===== src/rtl/multi_tick_pkg.sv =====
// multi_tick_pkg
//   Shared definitions for the multi-channel tick generator:
//   - MIN_DIV     : smallest divisor a channel accepts (a period of 1 has no
//                   room for both a low and a high square-wave phase).
//   - MAX_DIV_W   : widest counter/divisor the channel state record holds.
//   - ch_state_t  : per-channel state (counter, active divisor, shadow
//                   divisor, pending flag).
//   - default_div : reset divisor for a channel given the input clock rate.
package multi_tick_pkg;

  localparam int MIN_DIV   = 2;
  localparam int MAX_DIV_W = 32;

  // Fields are sized for the widest supported DIV_W; a channel masks every
  // value it stores to its own DIV_W, so the unused upper bits stay at zero.
  typedef struct packed {
    logic [MAX_DIV_W-1:0] cnt;   // position within the current period
    logic [MAX_DIV_W-1:0] div;   // active period in clocks
    logic [MAX_DIV_W-1:0] shd;   // shadow period, applied at the next wrap
    logic                 pend;  // shd holds a value not yet in div
  } ch_state_t;

  // ch0 = 1 Hz, ch1 = 2 Hz, ch2 = 1 kHz, ch3 = 100 Hz, others 1 Hz.
  // Slow input clocks can make a ratio collapse below MIN_DIV, so clamp.
  function automatic int default_div(input int ch, input int clk_hz);
    int d;
    case (ch)
      0:       d = clk_hz;
      1:       d = clk_hz / 2;
      2:       d = clk_hz / 1000;
      3:       d = clk_hz / 100;
      default: d = clk_hz;
    endcase
    if (d < MIN_DIV) d = MIN_DIV;
    return d;
  endfunction

endpackage


===== src/rtl/multi_tick_gen_channel.sv =====
// tick_channel
//   One time base: counts clocks modulo its divisor, emits a one-cycle tick
//   at every wrap and a square wave at the same rate. A new divisor is
//   parked in a shadow register and swapped in at the next wrap, so no
//   shortened period is ever produced.
// Ports
//   clk_50MHz, reset_n : clock, asynchronous active-low reset
//   run                : channel may advance this cycle (global & per-channel enable)
//   clr                : synchronous clear; overrides run and wrap
//   wr, wr_div         : validated divisor write aimed at this channel
//   tick, sq           : registered tick pulse and square wave
//   pend               : a written divisor is waiting for the next wrap
// DIV_W must not exceed MAX_DIV_W; DEF_DIV must fit in DIV_W bits.
module tick_channel
  import multi_tick_pkg::*;
#(
  parameter int DIV_W   = 26,
  parameter int DEF_DIV = 2
) (
  input  logic             clk_50MHz,
  input  logic             reset_n,
  input  logic             run,
  input  logic             clr,
  input  logic             wr,
  input  logic [DIV_W-1:0] wr_div,
  output logic             tick,
  output logic             sq,
  output logic             pend
);

  // Keeps the counter increment inside DIV_W bits so the upper state bits
  // are provably constant.
  localparam logic [MAX_DIV_W-1:0] W_MASK  = MAX_DIV_W'((64'd1 << DIV_W) - 64'd1);
  localparam logic [MAX_DIV_W-1:0] RST_DIV = MAX_DIV_W'(DEF_DIV) & W_MASK;

  ch_state_t            st_reg, st_next;
  logic                 tick_reg, tick_next;
  logic                 sq_reg, sq_next;

  logic [MAX_DIV_W-1:0] wr_ext;
  logic [MAX_DIV_W-1:0] cnt_inc;
  logic [MAX_DIV_W-1:0] cnt_adv;
  logic                 last;

  assign wr_ext  = MAX_DIV_W'(wr_div);
  assign last    = (st_reg.cnt == (st_reg.div - MAX_DIV_W'(1)));
  assign cnt_inc = (st_reg.cnt + MAX_DIV_W'(1)) & W_MASK;
  assign cnt_adv = last ? '0 : cnt_inc;

  always_comb begin
    st_next   = st_reg;
    tick_next = 1'b0;
    sq_next   = sq_reg;

    if (clr) begin
      // A write arriving with the clear is taken as the new period at once;
      // otherwise any shadow value is applied (shd equals div when idle).
      st_next.div  = wr ? wr_ext : st_reg.shd;
      st_next.shd  = wr ? wr_ext : st_reg.shd;
      st_next.cnt  = '0;
      st_next.pend = 1'b0;
      sq_next      = 1'b0;
    end else begin
      if (run) begin
        st_next.cnt = cnt_adv;
        tick_next   = last;
        // Low for the first floor(div/2) counts of the period, high after.
        // On a wrap cnt_adv is 0, which is below any legal half period.
        sq_next     = (cnt_adv >= (st_reg.div >> 1));
        if (last && st_reg.pend) begin
          st_next.div  = st_reg.shd;
          st_next.pend = 1'b0;
        end
      end
      // Evaluated after the wrap so a write landing on the wrap edge stays
      // pending for the following period.
      if (wr) begin
        st_next.shd  = wr_ext;
        st_next.pend = 1'b1;
      end
    end
  end

  always_ff @(posedge clk_50MHz or negedge reset_n) begin
    if (!reset_n) begin
      st_reg   <= '{cnt: '0, div: RST_DIV, shd: RST_DIV, pend: 1'b0};
      tick_reg <= 1'b0;
      sq_reg   <= 1'b0;
    end else begin
      st_reg   <= st_next;
      tick_reg <= tick_next;
      sq_reg   <= sq_next;
    end
  end

  assign tick = tick_reg;
  assign sq   = sq_reg;
  assign pend = st_reg.pend;

endmodule


===== src/rtl/multi_tick_gen.sv =====
// multi_tick_gen
//   NUM_CH independent tick/square-wave time bases derived from clk_50MHz,
//   each with a runtime-programmable divisor applied at its next wrap.
// Ports
//   clk_50MHz, reset_n : clock, asynchronous active-low reset
//   en, ch_en          : global and per-channel run enables
//   sync_clr           : synchronous clear of all channels
//   cfg_wr/ch/div      : one-cycle divisor write (period in clocks)
//   cfg_err            : one-cycle pulse after a rejected write
//   cfg_pend           : per-channel "divisor written but not yet applied"
//   tick, sq           : per-channel tick pulse and square wave
// Parameters: CLK_HZ sets reset divisors; NUM_CH in 1..16;
//   DIV_W must satisfy 2**DIV_W > CLK_HZ and DIV_W <= 32.
module multi_tick_gen
  import multi_tick_pkg::*;
#(
  parameter int  CLK_HZ = 50_000_000,
  parameter int  NUM_CH = 4,
  parameter int  DIV_W  = 26,
  localparam int CH_W   = (NUM_CH > 1) ? $clog2(NUM_CH) : 1
) (
  input  logic              clk_50MHz,
  input  logic              reset_n,
  input  logic              en,
  input  logic [NUM_CH-1:0] ch_en,
  input  logic              sync_clr,
  input  logic              cfg_wr,
  input  logic [CH_W-1:0]   cfg_ch,
  input  logic [DIV_W-1:0]  cfg_div,
  output logic              cfg_err,
  output logic [NUM_CH-1:0] cfg_pend,
  output logic [NUM_CH-1:0] tick,
  output logic [NUM_CH-1:0] sq
);

  logic cfg_ch_ok;
  logic cfg_div_ok;
  logic cfg_valid;
  logic cfg_err_reg;

  // cfg_ch can address past the last channel when NUM_CH is not a power of 2.
  assign cfg_ch_ok  = (int'(cfg_ch) < NUM_CH);
  assign cfg_div_ok = (cfg_div >= DIV_W'(MIN_DIV));
  assign cfg_valid  = cfg_wr & cfg_ch_ok & cfg_div_ok;

  always_ff @(posedge clk_50MHz or negedge reset_n) begin
    if (!reset_n) begin
      cfg_err_reg <= 1'b0;
    end else begin
      cfg_err_reg <= cfg_wr & ~cfg_valid;
    end
  end

  assign cfg_err = cfg_err_reg;

  generate
    for (genvar gi = 0; gi < NUM_CH; gi++) begin : g_ch
      tick_channel #(
        .DIV_W   (DIV_W),
        .DEF_DIV (default_div(gi, CLK_HZ))
      ) u_ch (
        .clk_50MHz (clk_50MHz),
        .reset_n   (reset_n),
        .run       (en & ch_en[gi]),
        .clr       (sync_clr),
        .wr        (cfg_valid && (cfg_ch == CH_W'(gi))),
        .wr_div    (cfg_div),
        .tick      (tick[gi]),
        .sq        (sq[gi]),
        .pend      (cfg_pend[gi])
      );
    end
  endgenerate

endmodule

===== config.mk =====
export PLATFORM = sky130hd
export DESIGN_NAME = multi_tick_gen
export DESIGN_NICKNAME = d
export VERILOG_FILES = /design/src/rtl/multi_tick_pkg.sv /design/src/rtl/multi_tick_gen_channel.sv /design/src/rtl/multi_tick_gen.sv
export SDC_FILE = /design/constraint.sdc
export NUM_CORES = 1
export LEC_CHECK = 0
export BUFFER_PORTS_ARGS = -buffer_cell sky130_fd_sc_hd__buf_4
export CORE_UTILIZATION = 40
export DETAILED_ROUTE_END_ITERATION = 10
export SLEW_MARGIN = 20
export SYNTH_ARGS = -nofsm -noshare
export SYNTH_HDL_FRONTEND = slang
export SYNTH_SLANG_ARGS = --single-unit

===== constraint.sdc =====
create_clock -name clk_50MHz -period 13.6 [get_ports clk_50MHz]
set_input_delay 2.72 -clock clk_50MHz [delete_from_list [all_inputs] [get_ports clk_50MHz]]
set_output_delay 2.72 -clock clk_50MHz [all_outputs]
set_load 0.05 [all_outputs]

==> impl_metrics.json, run 1 <==
{
  "status": "finished clean",
  "yosysWarnings": 0,
  "use_met2_pct": 35.3,
  "cts_resized": 0,
  "timing.fmax_mhz": 165,
  "synthDistinctLibCells": 85,
  "grt.met3_usage_pct": 3.45,
  "worst_pin_slew_ns": 1.07,
  "first_pass_iters": 5,
  "crit_chain": "nor4_1 > nand2_1 > or3_4 > or4_4 > a211o_1 > nor2b_4 > buf_4 > nor2_1 > ha_1 > a21o_1 > a21o_1 > a21oi_1 > nor2_1 > a2111oi_0 > nor3_1 > a2111oi_0 > o31a_1 > o21ai_0",
  "vias_per_cell": 5.73,
  "fp.dieArea_um2": 65600,
  "cts_sinks": 373,
  "finalHoldViolations": 0,
  "die_x_um": 256,
  "synth-seq-cells": 373,
  "synth_area_leader_cell": "dfrtp_1",
  "power_per_cell_area_nw_per_um2": 118,
  "hold_class": "reg -> reg",
  "portBuffers": 49,
  "dpl.hpwl_um": 51600,
  "grt_pass1_vias": 21100,
  "die_y_um": 256,
  "largest_reg_flops": 360,
  "synth_cells": 2896,
  "tns_ns": 0,
  "htree_levels": 2,
  "areaGrowthSynthToFinish_pct": 9.13,
  "coreArea_um2": 63400,
  "cp.required_ns": 14.04,
  "worstPathArrival_ns": 6.52,
  "holdWs_ns": 0.500,
  "row_count": 92,
  "gr-usage-all-layers_pct": 21.7,
  "cts_setup_buffers": 0,
  "antenna_left": 0,
  "cts_buffer_depth": 3,
  "top_usage_layer": "met2",
  "syn_nets": 3045,
  "drc": 0,
  "via_count": 21200,
  "synth_seq_area_share_pct": 36.5,
  "synth_edf_count": 0,
  "wirelength_um": 71200,
  "async_flop_share_pct": 100,
  "critPathKind": "reg -> reg",
  "slowest_stage": "nor4_1",
  "globalplace.congestion": 0.908,
  "cts_hold_buf": 0,
  "grt_use_met1_pct": 29.4,
  "setup_viol": 0,
  "io_pins": 50,
  "cts_made_buffers": 43,
  "path_delay_family": "simple AND/OR/NAND/NOR gates",
  "cp_max_fo": 54,
  "reg2reg_slack_ns": 7.52,
  "layout_worst_path_cycle_share_pct": 44.7,
  "period_minus_slack_ns": 6.08,
  "crit_buf_inv": 1,
  "p_leak_nw": 12.5,
  "clk_pin_slew_ns": 0.06,
  "rsz0062_at_grt": "false",
  "antenna_found_initial": 3,
  "start_kind": "flip-flop",
  "start_util_pct": 40.8,
  "final_layout_size_suffix_gt1_share_pct": 13.1,
  "synth_area_um2": 25800,
  "slowest_delay_ns": 0.68,
  "netlist.area_leader.share_pct": 28.9,
  "synth.avg_cell_area_um2": 8.93,
  "max_cap_violations": 0,
  "timing.slew.headroom_pct": 28.7,
  "end_kind": "flip-flop",
  "fin_worst_skew_ns": 0.0260,
  "grt-ovfl-total": 0,
  "post_drt_wl_per_cell_um": 19.3,
  "grt_pass1_wl_um": 115000,
  "peakVddDrop_mv": 0.0856,
  "synth_flop_cell": "dfrtp_1",
  "netlist_top_cells_area": "dfrtp_1 (29%), dfstp_2 (7.5%), ha_1 (5.4%), mux2i_1 (4.7%), mux2_2 (4.6%)",
  "insertion_delay_ns": 0.59,
  "ctsRootBufferMaster": "clkbuf_16",
  "grt_max_degree": 166,
  "slew_viol_final": 0,
  "nets": 2956,
  "p_total_w": 0.00332,
  "cts_tree": "yes",
  "drt_iter0_drc": 1303
}
-- cell usage in the layout (no fill, tap or decap), types with 27 or more instances in the layout --
| master | count |
|---|---|
| a21o_1 | 106 |
| xnor2_1 | 125 |
| inv_1 | 126 |
| buf_4 | 67 |
| nand2_1 | 226 |
| xor2_1 | 96 |
| clkbuf_16 | 45 |
| or3_1 | 61 |
| o31ai_1 | 28 |
| ha_1 | 112 |
| dfrtp_1 | 299 |
| a21oi_1 | 106 |
| nand3_1 | 106 |
| or4_1 | 27 |
| and3_1 | 41 |
| nand4_1 | 72 |
| dfstp_2 | 74 |
| mux2_2 | 106 |
| nor3_1 | 69 |
| mux2i_1 | 122 |
| nand2b_1 | 32 |
| o21ai_1 | 136 |
| o21ai_0 | 75 |
| and2_1 | 38 |
| nor4_1 | 56 |
| nor2_1 | 171 |
-- layout make-up --
class                      instances  area (µm²)
inverter                         126         473
clock buffer                      67        1320
clock inverter                    12         190
fill                            6180       35200
tap                              846        1060
timing repair buffer              72         591
sequential                       373        9430
antenna                            2        5.00
multi-input combinational       2191       15100
-- power by group --
group / internal, W / total [W] / switching [W]
Clock: 0.000759 / 0.00124 / 0.000482
Sequential: 0.00126 / 0.00141 / 0.000155
Combinational: 0.000277 / 0.000667 / 0.000390
-- synth_stat cells, types with 6 or more instances --
cell type and n:
buf_1 6, nand2b_1 32, o311ai_0 8, mux2i_1 122
nor3b_1 26, a22o_1 10, o211ai_1 10, and3_1 41
ha_1 112, nor3_1 70, nand2_1 226, nor2b_1 27
dfrtp_1 299, or2_2 18, a2111oi_0 11, a211oi_1 10
and2_1 38, clkbuf_1 163, nor4b_1 17, a21oi_1 107
o21ai_0 75, and4_1 12, a21o_1 106, a31o_2 8
nand3b_1 9, xor2_1 96, nand4_1 72, o21ai_1 137
buf_4 12, a41oi_1 6, dfstp_2 74, buf_2 21
or4_1 27, nor2_1 172, o2111ai_1 6, xnor2_1 125
o21a_1 9, nand3_1 107, o31ai_1 28, inv_1 126
mux2_2 106, nor4_1 56, or3_1 61
-- routing by layer --
layer | vias to the layer above | part of all wire (%)
met1 | 10400 | 46
met2 | 431 | 46
met4 | 2 | 3.0
li1 | 10200 | -
met5 | - | 0.013
met3 | 126 | 4.8
-- cells by family (layout without fill, tap and decap cells) --
group           count (synthesis)  after routing  synth area share [%]
compound gates                587            587                  14.4
xor+xnor                      221            221                  7.49
fa+ha+maj                     113            113                  5.46
buf+inv                       332            277                  5.21
flops                         373            373                  36.5
mux                           228            228                  9.34
other cells                     0              2                     0
simple gates                 1042           1042                  21.6
-- final timing paths --
kind	cells past startpoint	end	start
setup / recovery	18	g_ch[3].u_ch.sq$_DFFE_PN0P_	g_ch[3].u_ch.st_reg[34]$_DFFE_PN0P_
hold / removal	2	g_ch[2].u_ch.sq$_DFFE_PN0P_	g_ch[2].u_ch.sq$_DFFE_PN0P_
setup reg to reg	18	g_ch[3].u_ch.sq$_DFFE_PN0P_	g_ch[3].u_ch.st_reg[34]$_DFFE_PN0P_
hold reg to reg	2	g_ch[2].u_ch.sq$_DFFE_PN0P_	g_ch[2].u_ch.sq$_DFFE_PN0P_
max in group asynchronous	3	g_ch[1].u_ch.st_reg[78]$_DFFE_PN0P_	reset_n
min in group asynchronous	1	g_ch[3].u_ch.st_reg[89]$_DFFE_PN0P_	reset_n
-- worst reg2reg max path: cells and delay by family, from the launching register on --
family / cells / cell delay (ns)
buffers and inverters: 1 / 0.46
adder cells (fa/ha/maj): 1 / 0.32
AO/OA/AOI/OAI: 8 / 2.20
flip-flops: 1 / 0.46
AND/OR/NAND/NOR: 8 / 2.53
-- through the flow --
step	util [%]	instance area, µm²	std cells	setup slack [ns]
6_report	44.5	28200	3689	7.52
3_5_place_dp	42.0	26700	3607	7.56
3_3_place_gp	42.0	26600	3607	7.75
5_1_grt	44.5	28200	3687	7.08
4_1_cts	44.4	28200	3686	7.52
2_1_floorplan	-	25800	2896	8.47
Power figures use the tool's default switching activity.
==> inputs of run 2 (changes only) <==
==> constraint.sdc (replaced) <==
create_clock -name clk_50MHz -period 4.9 [get_ports clk_50MHz]
set_input_delay 0.98 -clock clk_50MHz [delete_from_list [all_inputs] [get_ports clk_50MHz]]
set_output_delay 0.98 -clock clk_50MHz [all_outputs]
set_load 0.05 [all_outputs]
==> run 2 against run 1 <==
Fmax up 30%. Hold slack worse by 0.083 ns. Routed wire length up 1.8%. Sequential share of layout area down 1.4 points. Clock power rose to 2.8 times the previous value. Sequential power rose to 2.7 times the previous value. Cell count up 3.6%. Power rose to 2.8 times the previous value. Final area up 4.4%. Critical path depth up 1. Critical path type unchanged. Flip-flop and latch count unchanged.
==> impl_metrics.json, run 2 (synthesis gave the netlist of run 1 again) <==
{
  "hold_class": "in -> async",
  "ctsRootBufferMaster": "clkbuf_16",
  "finalHoldViolations": 0,
  "combPwrFrac_pct": 23.4,
  "areaGrowthSynthToFinish_pct": 13.9,
  "clk_pin_slew_ns": 0.06,
  "die_y_um": 256,
  "slew_viol_final": 0,
  "p_leak_nw": 13.2,
  "cts_hold_buf": 0,
  "cts_tree": "yes",
  "first_pass_iters": 7,
  "nets": 3090,
  "critPathKind": "reg -> reg",
  "max_cap_violations": 0,
  "holdWs_ns": 0.417,
  "period_minus_slack_ns": 4.67,
  "cp_max_fo": 27,
  "switchingPower_w": 0.00291,
  "fp.dieArea_um2": 65600,
  "vias_per_cell": 5.69,
  "globalplace.congestion": 0.933,
  "worst_pin_slew_ns": 0.978,
  "grt_max_degree": 106,
  "grt_pass1_vias": 21800,
  "gr-usage-all-layers_pct": 21.9,
  "p_total_w": 0.00946,
  "layout_commonest_cell": "dfrtp_1",
  "layout_common_cells": "dfrtp_1 (299), nand2_1 (226), buf_4 (198)",
  "layout_worst_path_cycle_share_pct": 95.2,
  "end_kind": "flip-flop",
  "timing.slew.headroom_pct": 34.6,
  "die_x_um": 256,
  "cts_sinks": 373,
  "swShare_pct": 30.8,
  "seqPwrFrac_pct": 40.2,
  "coreArea_um2": 63400,
  "grt-ovfl-total": 0,
  "start_util_pct": 40.8,
  "power.internal_w": 0.00654,
  "cts_made_buffers": 43,
  "drc": 0,
  "power_per_cell_area_nw_per_um2": 321,
  "start_kind": "flip-flop",
  "wirelength_um": 72400,
  "clock_power_share_pct": 36.4,
  "post_drt_wl_per_cell_um": 19.0,
  "drt_iter0_drc": 1287,
  "io_pins": 50,
  "peakVddDrop_mv": 0.237,
  "timing.fmax_mhz": 214,
  "status": "finished clean",
  "final_layout_size_suffix_gt1_share_pct": 18.3,
  "insertion_delay_ns": 0.58,
  "fin_worst_skew_ns": 0.0124,
  "grt_pass1_wl_um": 117000,
  "row_count": 92,
  "portBuffers": 49,
  "antenna_left": 0,
  "htree_levels": 2,
  "worstPathArrival_ns": 5.12,
  "cp.required_ns": 5.36,
  "largest_reg_flops": 360,
  "cts_buffer_depth": 3,
  "via_count": 21800,
  "setup_viol": 0,
  "dpl.hpwl_um": 53000,
  "antenna_found_initial": 4
}
## run 2: path summary, 6_finish.rpt
| kind | endpoint | cells past startpoint | slack [ns] | start |
|---|---|---|---|---|
| max | g_ch[3].u_ch.sq$_DFFE_PN0P_ | 19 | 0.23 | g_ch[3].u_ch.st_reg[34]$_DFFE_PN0P_ |
| min | g_ch[3].u_ch.st_reg[83]$_DFFE_PN0P_ | 1 | 0.42 | reset_n |
| max reg2reg | g_ch[3].u_ch.sq$_DFFE_PN0P_ | 19 | 0.23 | g_ch[3].u_ch.st_reg[34]$_DFFE_PN0P_ |
| min reg2reg | g_ch[2].u_ch.sq$_DFFE_PN0P_ | 2 | 0.50 | g_ch[2].u_ch.sq$_DFFE_PN0P_ |
| max in group asynchronous | g_ch[1].u_ch.st_reg[3]$_DFFE_PN0P_ | 2 | 3.37 | reset_n |
| min in group clk_50MHz | g_ch[2].u_ch.sq$_DFFE_PN0P_ | 2 | 0.50 | g_ch[2].u_ch.sq$_DFFE_PN0P_ |
## run 2: per-layer routing
metal  part of all wire (%)  up-vias  global-route usage (%)
met3                    4.2      125                    3.36
met1                     46    10800                    29.1
met2                     47      392                    36.7
li1                       -    10500                       -
met4                    2.6        6                    6.67
met5                  0.058        -                       0
## run 2: power groups by stage
stage          Clock [W]  Combinational [W]  Sequential, W
2_1_floorplan          0            0.00146        0.00373
6_report         0.00344            0.00221        0.00380
3_3_place_gp           0            0.00210        0.00383
4_1_cts          0.00353            0.00216        0.00380
5_1_grt          0.00365            0.00247        0.00385
3_5_place_dp           0            0.00214        0.00385
## run 2: worst max-delay path, stage by stage (launching register included)
cell	delay, ns
dfrtp_1	0.39
inv_1	0.07
ha_1	0.17
nor3b_2	0.30
buf_4	0.21
a21oi_1	0.09
o21ai_0	0.33
o2111ai_1	0.20
nor4b_1	0.40
and4b_1	0.29
nor2b_4	0.19
buf_4	0.15
buf_4	0.12
buf_4	0.28
nor2_1	0.09
ha_1	0.22
or4_1	0.55
a221oi_2	0.27
o31a_1	0.18
o21ai_0	0.07
## run 2: cell type report
type | count | area [µm²]
diodes | 2 | 5.00
fillers | 6109 | 34000
well taps | 846 | 1060
clock inverters | 14 | 204
repair buffers | 206 | 1630
flip-flops and latches | 373 | 9430
clock buffers | 64 | 1310
multi-input cells | 2191 | 15300
inverters | 126 | 473
## run 2: timing repair
action	CTS	global route
setup buffers	0	5
endpoints found under the setup margin	3	4
pin swaps	0	7
gates resized for setup	8	41
## run 2: through the flow
stage / cells / setup WS (ns) / area (µm²) / utilization [%] / setup TNS [ns]
2_1_floorplan: 2896 / -0.0386 / 25900 / - / -0.0386
3_3_place_gp: 3736 / -0.122 / 27700 / 43.6 / -0.131
3_5_place_dp: 3736 / -0.188 / 27700 / 43.6 / -0.345
4_1_cts: 3814 / 0.0105 / 29200 / 46.0 / 0
5_1_grt: 3820 / -0.0143 / 29400 / 46.4 / -0.0147
6_report: 3822 / 0.235 / 29400 / 46.4 / 0
==> inputs of run 3 (changes only) <==
--- a/config.mk
+++ b/config.mk
@@ -8,6 +8,8 @@
 export BUFFER_PORTS_ARGS = -buffer_cell sky130_fd_sc_hd__buf_4
 export CORE_UTILIZATION = 40
 export DETAILED_ROUTE_END_ITERATION = 10
+export HOLD_SLACK_MARGIN = 0.05
+export PLACE_DENSITY_LB_ADDON = 0.12
 export SLEW_MARGIN = 20
 export SYNTH_ARGS = -nofsm -noshare
 export SYNTH_HDL_FRONTEND = slang
==> run 3 against run 2 <==
Die area is the same. Routed wire length grew 2.0%. Cell count is essentially flat. Highest routed layer unchanged. First-iteration DRC count grew 12%. Critical path depth is the same. Worst setup slack lost 0.019 ns.
==> impl_metrics.json, run 3 (synthesis gave the netlist of run 1 again) <==
{
  "fin_worst_skew_ns": 0.0156,
  "grt_pass1_wl_um": 119000,
  "power_per_cell_area_nw_per_um2": 313,
  "largest_reg_flops": 360,
  "die_x_um": 256,
  "portBuffers": 49,
  "reg2reg_slack_ns": 0.22,
  "via_count": 21600,
  "drc": 0,
  "status": "finished clean",
  "end_kind": "flip-flop",
  "layout_common_cells": "dfrtp_1 (297), nand2_1 (226), buf_4 (194)",
  "slew_viol_final": 0,
  "insertion_delay_ns": 0.58,
  "cts_hold_buf": 0,
  "timing.fmax_mhz": 213,
  "grt_max_degree": 111,
  "cp.required_ns": 5.40,
  "hold_class": "in -> async",
  "cts_made_buffers": 45,
  "post_drt_wl_per_cell_um": 19.3,
  "vias_per_cell": 5.65,
  "setup_viol": 0,
  "cts_buffer_depth": 3,
  "postLayoutCoreUtil_pct": 46.3,
  "critPathKind": "reg -> reg",
  "finalHoldViolations": 0,
  "peakVddDrop_mv": 0.204,
  "setup_slack_ns": 0.215,
  "timing.slew.headroom_pct": 34.6,
  "dpl.hpwl_um": 53500,
  "placed_area_um2": 27700,
  "period_minus_slack_ns": 4.68,
  "cts_tree": "yes",
  "io_pins": 50,
  "p_total_w": 0.00920,
  "ctsRootBufferMaster": "clkbuf_16",
  "antenna_found_initial": 5,
  "start_kind": "flip-flop",
  "worst_pin_slew_ns": 0.980,
  "drt_iter0_drc": 1437,
  "htree_levels": 2,
  "final_cell_area_um2": 29300,
  "worstPathArrival_ns": 5.19,
  "coreArea_um2": 63400,
  "antenna_left": 0,
  "final_layout_size_suffix_gt1_share_pct": 18.2,
  "gr-usage-all-layers_pct": 22.4,
  "grt_pass1_vias": 21600,
  "grt-ovfl-total": 0,
  "die_y_um": 256,
  "p_leak_nw": 13.1,
  "clk_pin_slew_ns": 0.06,
  "max_cap_violations": 0,
  "nets": 3091,
  "cp_max_fo": 14,
  "cts_sinks": 373,
  "layout_worst_path_cycle_share_pct": 95.6,
  "row_count": 92,
  "dp.cells": 3736,
  "globalplace.congestion": 0.895,
  "dpl_worst_slack_ns": -0.213,
  "final_cell_count_no_fill": 3823,
  "areaGrowthSynthToFinish_pct": 13.5,
  "layout_commonest_cell": "dfrtp_1",
  "fp.dieArea_um2": 65600,
  "start_util_pct": 40.8,
  "wirelength_um": 73900,
  "first_pass_iters": 5
}
[run 3: cell types whose count changed in the layout (fill, tap and decap cells not counted), moves of 2 or more]
cell,delta
o311ai_2,+2
o21ai_0,-2
clkbuf_8,-7
clkbuf_1,+3
bufinv_16,-4
buf_12,+2
dfrtp_1,-2
xnor2_2,-2
clkinv_2,+8
buf_4,-4
dfrtp_2,+2
a2111oi_1,-2
clkinvlp_4,+2
xnor2_1,+2
[run 3: final timing paths]
kind	start	end	cells after the start
setup / recovery	g_ch[2].u_ch.st_reg[35]$_DFFE_PN0P_	g_ch[2].u_ch.sq$_DFFE_PN0P_	19
hold / removal	reset_n	g_ch[3].u_ch.st_reg[89]$_DFFE_PN0P_	1
setup reg to reg	g_ch[2].u_ch.st_reg[35]$_DFFE_PN0P_	g_ch[2].u_ch.sq$_DFFE_PN0P_	19
hold reg to reg	g_ch[1].u_ch.sq$_DFFE_PN0P_	g_ch[1].u_ch.sq$_DFFE_PN0P_	1
max in group asynchronous	reset_n	g_ch[1].u_ch.st_reg[76]$_DFFE_PN0P_	2
min in group clk_50MHz	g_ch[1].u_ch.sq$_DFFE_PN0P_	g_ch[1].u_ch.sq$_DFFE_PN0P_	1
[run 3: critical path, stage by stage (launching register included)]
cell	delay, ns
dfrtp_1	0.42
or4_4	0.61
nor4_2	0.37
buf_4	0.21
a32o_1	0.20
o311ai_2	0.11
o21bai_1	0.40
nor4_4	0.12
buf_12	0.17
or2_2	0.27
ha_1	0.26
nand2b_1	0.09
a21o_1	0.11
a21oi_1	0.05
o21ai_0	0.19
a21oi_1	0.10
o21ai_0	0.27
a21oi_1	0.16
o31a_1	0.32
o21ai_0	0.14
[run 3: repair_timing]
item / 4_1_cts / 5_1_grt
resized for setup: 5 / 45
setup endpoints to repair: 2 / 4
setup buffers: 0 / 3
pin swaps: 0 / 8
cloned: 0 / 1
[run 3: per-layer routing]
metal / wire [µm] / part of all wire (%) / GRT usage [%] / up-vias
li1: - / - / - / 10500
met5: 45 / 0.061 / 0 / -
met4: 1520 / 2.1 / 5.71 / 6
met3: 2880 / 3.9 / 3.04 / 85
met1: 34100 / 46 / 30.0 / 10600
met2: 35300 / 48 / 37.8 / 376
[run 3: power breakdown]
group | switching (W) | internal, W
sequential | 0.000308 | 0.00349
combinational | 0.00127 | 0.000953
clock | 0.00138 | 0.00180
[run 3: final cells by class]
cell class                 count  area, µm²
multi-input combinational   2191      15300
timing repair buffer         205       1670
inverter                     126        473
clock buffer                  60       1220
antenna                        1       2.50
sequential                   373       9430
tap                          846       1060
clock inverter                21        148
fill                        6135      34100
[run 3: through the flow]
stage               hold slack (ns)  TNS [ns]
floorplan                     0.451   -0.0386
global placement              0.490   -0.0260
detailed placement            0.498    -0.262
global route                  0.348   -0.0260
CTS                           0.312         0
finish                        0.324         0
